### config.mk
export PLATFORM = sky130hd
export DESIGN_NAME = vram_arbiter
export DESIGN_NICKNAME = d
export VERILOG_FILES = /design/src/rtl/vram_arbiter.sv
export SDC_FILE = /design/constraint.sdc
export NUM_CORES = 1
export LEC_CHECK = 0
export CAP_MARGIN = 0
export CORE_ASPECT_RATIO = 0.8
export CORE_MARGIN = 1
export CORE_UTILIZATION = 42
export DETAILED_ROUTE_END_ITERATION = 6
export PLACE_DENSITY = 0.8
export REMOVE_ABC_BUFFERS = 1
export SLEW_MARGIN = 15
export SYNTH_ARGS = -nofsm -noshare
export SYNTH_HDL_FRONTEND = slang
export SYNTH_SLANG_ARGS = --single-unit
### constraint.sdc
create_clock -name pixel_clock -period 3 [get_ports pixel_clock]
set_clock_uncertainty 0.15 [all_clocks]
set_input_delay 0.75 -clock pixel_clock [delete_from_list [all_inputs] [get_ports pixel_clock]]
set_output_delay 0.75 -clock pixel_clock [all_outputs]
set_load 0.02 [all_outputs]
### src/rtl/vram_arbiter.sv
// ----------------------------------------------------------------------------
// vram_arbiter
//
// Arbitrates the single-port synchronous video RAM between the video fetch
// path (line buffer) and the CPU.
//
// While the beam is visible, video owns the bus in the fixed hcount phases
// selected by VIDEO_SLOT_MASK. All other cycles can serve the CPU through a
// req/ack handshake. Each CPU access takes three cycles:
//   - grant (IDLE): the CPU drives the bus.
//   - WAIT: the RAM returns read data.
//   - ACK: cpu_ack pulses.
//
// Ports
//   pixel_clock   : sole clock, all state on the rising edge
//   reset_n       : asynchronous active-low reset
//   x_phase       : hcount[2:0] from the frame controller
//   video_active  : 1 while in the visible region
//   video_addr    : fetch address from the line buffer
//   video_rdata   : RAM read data to the line buffer (straight wire)
//   cpu_req/we/addr/wdata : CPU request, held until cpu_ack
//   cpu_ack       : one-cycle completion pulse
//   cpu_rdata     : read data, valid with cpu_ack and held afterwards
//   ram_addr/we/wdata     : RAM control (combinational mux)
//   ram_rdata     : RAM read data, one cycle after the address
//   starve_max    : longest CPU wait (in cycles) observed since reset
//   wp_violation  : sticky flag for a write into the protected glyph region
//
// Optional feature: define VRAM_WRITE_PROTECT_EN to block CPU writes at
// addresses >= 16'hC000. Such writes are still granted and acked, but
// ram_we stays 0 and wp_violation is set.
// Without the macro, wp_violation is tied to 0.
// ----------------------------------------------------------------------------
module vram_arbiter #(
    parameter logic [7:0] VIDEO_SLOT_MASK = 8'b00111100,
    parameter int         ADDR_W          = 16,
    parameter int         STARVE_W        = 8
) (
    input  logic                pixel_clock,
    input  logic                reset_n,
    input  logic [2:0]          x_phase,
    input  logic                video_active,
    input  logic [ADDR_W-1:0]   video_addr,
    output logic [7:0]          video_rdata,
    input  logic                cpu_req,
    input  logic                cpu_we,
    input  logic [ADDR_W-1:0]   cpu_addr,
    input  logic [7:0]          cpu_wdata,
    output logic                cpu_ack,
    output logic [7:0]          cpu_rdata,
    output logic [ADDR_W-1:0]   ram_addr,
    output logic                ram_we,
    output logic [7:0]          ram_wdata,
    input  logic [7:0]          ram_rdata,
    output logic [STARVE_W-1:0] starve_max,
    output logic                wp_violation
);

    localparam logic [1:0] ST_IDLE = 2'd0;
    localparam logic [1:0] ST_WAIT = 2'd1;
    localparam logic [1:0] ST_ACK  = 2'd2;

    // ------------------------------------------------------------------
    // State
    // ------------------------------------------------------------------
    logic [1:0]          state_q,      state_d;
    logic [ADDR_W-1:0]   last_addr_q,  last_addr_d;   // last granted CPU address
    logic                is_read_q,    is_read_d;     // granted access is a read
    logic [7:0]          cpu_rdata_q,  cpu_rdata_d;
    logic [STARVE_W-1:0] wait_q,       wait_d;
    logic [STARVE_W-1:0] starve_max_q, starve_max_d;

    logic vid_own;
    logic cpu_grant;
    logic wr_blocked;   // granted write that must not reach the RAM

    // ------------------------------------------------------------------
    // Ownership and grant
    // ------------------------------------------------------------------
    always_comb begin
        vid_own   = video_active & VIDEO_SLOT_MASK[x_phase];
        // Only IDLE may grant. WAIT/ACK leave CPU slots unused.
        cpu_grant = (state_q == ST_IDLE) & cpu_req & ~vid_own;
    end

`ifdef VRAM_WRITE_PROTECT_EN
    localparam logic [ADDR_W-1:0] GLYPH_BASE = ADDR_W'(16'hC000);

    logic wp_q, wp_d;

    always_comb begin
        wr_blocked = cpu_grant & cpu_we & (cpu_addr >= GLYPH_BASE);
        wp_d       = wp_q | wr_blocked;
    end

    always_ff @(posedge pixel_clock or negedge reset_n) begin
        if (!reset_n) begin
            wp_q <= 1'b0;
        end else begin
            wp_q <= wp_d;
        end
    end

    assign wp_violation = wp_q;
`else
    assign wr_blocked   = 1'b0;
    assign wp_violation = 1'b0;
`endif

    // ------------------------------------------------------------------
    // RAM bus mux
    // When nobody drives the bus, the address parks on the last CPU
    // address. This keeps the RAM address stable through WAIT/ACK.
    // ------------------------------------------------------------------
    always_comb begin
        ram_addr  = last_addr_q;
        ram_we    = 1'b0;
        ram_wdata = 8'h00;
        if (vid_own) begin
            ram_addr = video_addr;
        end else if (cpu_grant) begin
            ram_addr  = cpu_addr;
            ram_we    = cpu_we & ~wr_blocked;
            ram_wdata = cpu_wdata;
        end
    end

    assign video_rdata = ram_rdata;

    // ------------------------------------------------------------------
    // Access FSM, read capture and starvation tracking
    // ------------------------------------------------------------------
    always_comb begin
        state_d      = state_q;
        last_addr_d  = last_addr_q;
        is_read_d    = is_read_q;
        cpu_rdata_d  = cpu_rdata_q;
        wait_d       = wait_q;
        starve_max_d = starve_max_q;

        case (state_q)
            ST_IDLE: begin
                if (cpu_grant) begin
                    state_d     = ST_WAIT;
                    last_addr_d = cpu_addr;
                    is_read_d   = ~cpu_we;
                    wait_d      = '0;
                    if (wait_q > starve_max_q) begin
                        starve_max_d = wait_q;
                    end
                end else if (cpu_req && vid_own && (wait_q != {STARVE_W{1'b1}})) begin
                    wait_d = wait_q + 1'b1;
                end
            end
            ST_WAIT: begin
                // The RAM presents data for the address issued at grant.
                if (is_read_q) begin
                    cpu_rdata_d = ram_rdata;
                end
                state_d = ST_ACK;
            end
            ST_ACK: begin
                state_d = ST_IDLE;
            end
            default: begin
                state_d = ST_IDLE;
            end
        endcase
    end

    always_ff @(posedge pixel_clock or negedge reset_n) begin
        if (!reset_n) begin
            state_q      <= ST_IDLE;
            last_addr_q  <= '0;
            is_read_q    <= 1'b0;
            cpu_rdata_q  <= 8'h00;
            wait_q       <= '0;
            starve_max_q <= '0;
        end else begin
            state_q      <= state_d;
            last_addr_q  <= last_addr_d;
            is_read_q    <= is_read_d;
            cpu_rdata_q  <= cpu_rdata_d;
            wait_q       <= wait_d;
            starve_max_q <= starve_max_d;
        end
    end

    assign cpu_ack    = (state_q == ST_ACK);
    assign cpu_rdata  = cpu_rdata_q;
    assign starve_max = starve_max_q;

endmodule

==> impl_metrics.yaml <==
yosys:
  syn_inst: 186
  synth_adder_area_share_pct: 4.81
  ys_seq_elements: 43
  yosys.area_share.simple_pct: 11.1
  synth_top_family_by_area: "multiplexers"
  syn_area_mm2: 0.00234
  synth_edf_count: 0
  synth_warnings: 0
  yosys-mux-area-fraction_pct: 26.4
  synth_compound_area_share_pct: 3.47
  seq_area_frac_synth_pct: 45.9
  synthFlopType: "dfrtp_1"
  synthXorXnorAreaFrac_pct: 2.19
  yosysUniqueCellTypes: 33
  syn_avg_cell_area_um2: 12.6
  async_reset_ff_share_pct: 100
floorplanning:
  ios: 107
  dieHeight_um: 68.8
  core_mm2: 0.00518
  initial_utilization_pct: 45.2
  die_w_um: 85.5
  dieArea_mm2: 0.00588
  rows: 23
clocking:
  root_buffer: "clkbuf_8"
  cts_max_level: 2
  hold_buffers: 0
  numCtsBuffers: 5
  insertion_delay_ns: 0.30
  path_clk_slew_ns: 0.08
  cts_tree: "built"
  cts_sinks: 43
  ctsLongestPathBuffers: 2
worst_hold_path:
  min-delay-path-class: "register to register"
worst_setup_path:
  crit_path_top_delay_cell: "mux2_4"
  r2r_cells: 9
  start_kind: "input port"
  setup.worst_path.start: "x_phase[1]"
  reg2reg_slack_ns: 0.87
  cp_slowest_stage_delay_ns: 0.31
  cp_max_fo: 8
  cp-endpoint: "ram_addr[13]"
  crit_family: "multiplexers"
  worstSetupPathDepth: 9
  worstPathRequired_ns: 2.10
  critPathBufInv: 4
  r2r-end: "starve_max[1]"
  cp_cell_sequence: "buf_8 -> xor2_4 -> nand2_4 -> nand2_4 -> inv_8 -> buf_12 -> mux2_4 -> mux2_4 -> buf_6"
  end_kind: "primary output"
  arrival_ns: 2.11
  reg2reg_from: "state_q[1]"
  worstSetupPathType: "input port to primary output"
sta:
  slew_headroom_pct: 63.7
  hold_violations: 0
  hold-worst-slack_ns: 0.342
  period_needed_ns: 3.01
  post-route-period-util_pct: 100
  drv_slew: 0
  setup_viol: 7
  max_freq_mhz: 333
  rsz0062_at_grt: "true"
  max_slew.worst_pin.slew_ns: 0.545
  fin_ws_ns: -0.00746
routing:
  detail_route.wl_per_cell_um: 15.0
  drt_pass1_iterations: 4
  drc: 0
  via_per_inst: 4.96
  num_vias: 1822
  ant_nets: 0
  totalWireLength_mm: 5.51
  drtIter0Drc: 72
placed_design:
  gp_congestion: 0.780
  dp_hpwl_mm: 4.00
  numPortBuffers: 104
  preCtsSetupSlack_ns: -0.870
  dpl.cell_count: 353
grt:
  grt_max_degree: 44
  grtUsageTotal_pct: 19.7
  grt_pass1_wl_mm: 8.60
  grt_overflow_total: 0
  grt_pass1_vias: 1810
  antenna_found_initial: 0
layout:
  instances_no_fill: 367
  nNetsFinal: 369
  num-fill-cells: 387
  layout-drive-gt1-share_pct: 33.8
  final_util_pct: 72.2
  syn2layout_area_growth_pct: 59.7
  n_antenna_cell: 0
power_and_ir_drop:
  power.leakage_uw: 0.00178
  p_total_uw: 2370
  ir_drop_v: 0.000403
  power_density_mw_per_mm2: 633
outcome:
  status: "finished with violations"
  violations: "negative setup slack"
job:
  max-cap-violations: 0
sequential cells by signal, indices dropped and copies added, names as in the netlist:
name and flops:
cpu_rdata 8, is_read_q 1, last_addr_q 16, starve_max 8, state_q 2, wait_q 8
worst min-delay path: stages (launching register included):
cell and delay (ns):
dfrtp_1 0.36, nand2_1 0.05, o21ai_0 0.06
stage by stage:
step / TNS (ns) / instance area, µm²
2_1_floorplan: -0.548 / 2240
3_3_place_gp: -17.51 / 3480
3_5_place_dp: -18.07 / 3480
4_1_cts: -0.153 / 3720
5_1_grt: -0.572 / 3740
6_report: -0.0339 / 3740
Yosys cell counts (all sizes together) (2+ instances only):
cell	instances	area, µm²
xor2	5	51.3
nor2b	3	18.8
nand2	9	48.8
nor3	2	10.0
dfrtp	43	1080
inv	10	40.0
nand3	3	15.0
nand4	6	37.5
a21oi	5	28.8
mux2	48	619
o21ai	3	15.0
nor2	6	22.5
buf	12	93.8
a21o	2	15.0
and3	2	12.5
and2	10	62.6
ha	9	113
layout by cell type (no fill, tap or decap), types with 2 or more instances in the layout:
cell type,instances
inv_1,9
and2_1,10
ha_1,9
mux2_2,16
buf_4,16
dfrtp_1,43
a21o_1,2
mux2_4,32
o21ai_0,2
nor2b_1,3
clkdlybuf4s50_1,74
clkbuf_8,6
nand4_1,6
nand2_4,2
and3_1,2
dlygate4sd2_1,9
buf_2,2
nor3_1,2
nand2_1,7
nand3_1,3
buf_6,19
nor2_1,6
xor2_1,4
a21oi_1,4
how the worst min path moves through the flow:
| stage | endpoint | startpoint | slack, ns | depth (start not counted) |
|---|---|---|---|---|
| after floorplan | cpu_rdata[0] | reset_n | 0.30 | 0 |
| after global placement | is_read_q | is_read_q | 0.32 | 2 |
| after detailed placement | is_read_q | is_read_q | 0.32 | 2 |
| after CTS | is_read_q | is_read_q | 0.34 | 2 |
| after global routing | last_addr_q[14] | last_addr_q[14] | 0.36 | 1 |
| final | is_read_q | is_read_q | 0.34 | 2 |
layout make-up:
type	count	area, µm²	share of cell area, %
Clock inverter	2	35.0	0.937
Timing Repair Buffer	124	1240	33.1
Tap cell	62	77.6	2.07
Multi-Input combinational cell	120	1190	31.7
Inverter	10	45.0	1.20
Clock buffer	6	82.6	2.21
Sequential cell	43	1080	28.8
layer usage:
layer	routed length, µm	share of wire (%)	track usage (%)	up-vias
met5	0	0	0	-
met4	109	2.0	10.0	0
met3	520	9.4	8.10	7
met2	2580	47	31.9	78
met1	2290	42	22.9	862
li1	-	-	-	875
logic make-up after synthesis:
group,count (synthesis)
mux,48
simple gates,44
flops,43
buf+inv,23
compound gates,13
fa+ha+maj,9
xor+xnor,5
other cells,1
repair_timing:
action | CTS | global route
cloned | 1 | 0
pin swaps | 3 | 1
setup endpoints to repair | 25 | 15
setup buffers | 5 | 1
gates resized for setup | 137 | 3
power by group:
part	switching [µW]	internal, µW	leakage, µW
registers	68.0	721	0.000540
clock network	202	269	0.0000612
logic	460	644	0.00118
total	730	1640	0.00178
Power figures use the tool's default switching activity.
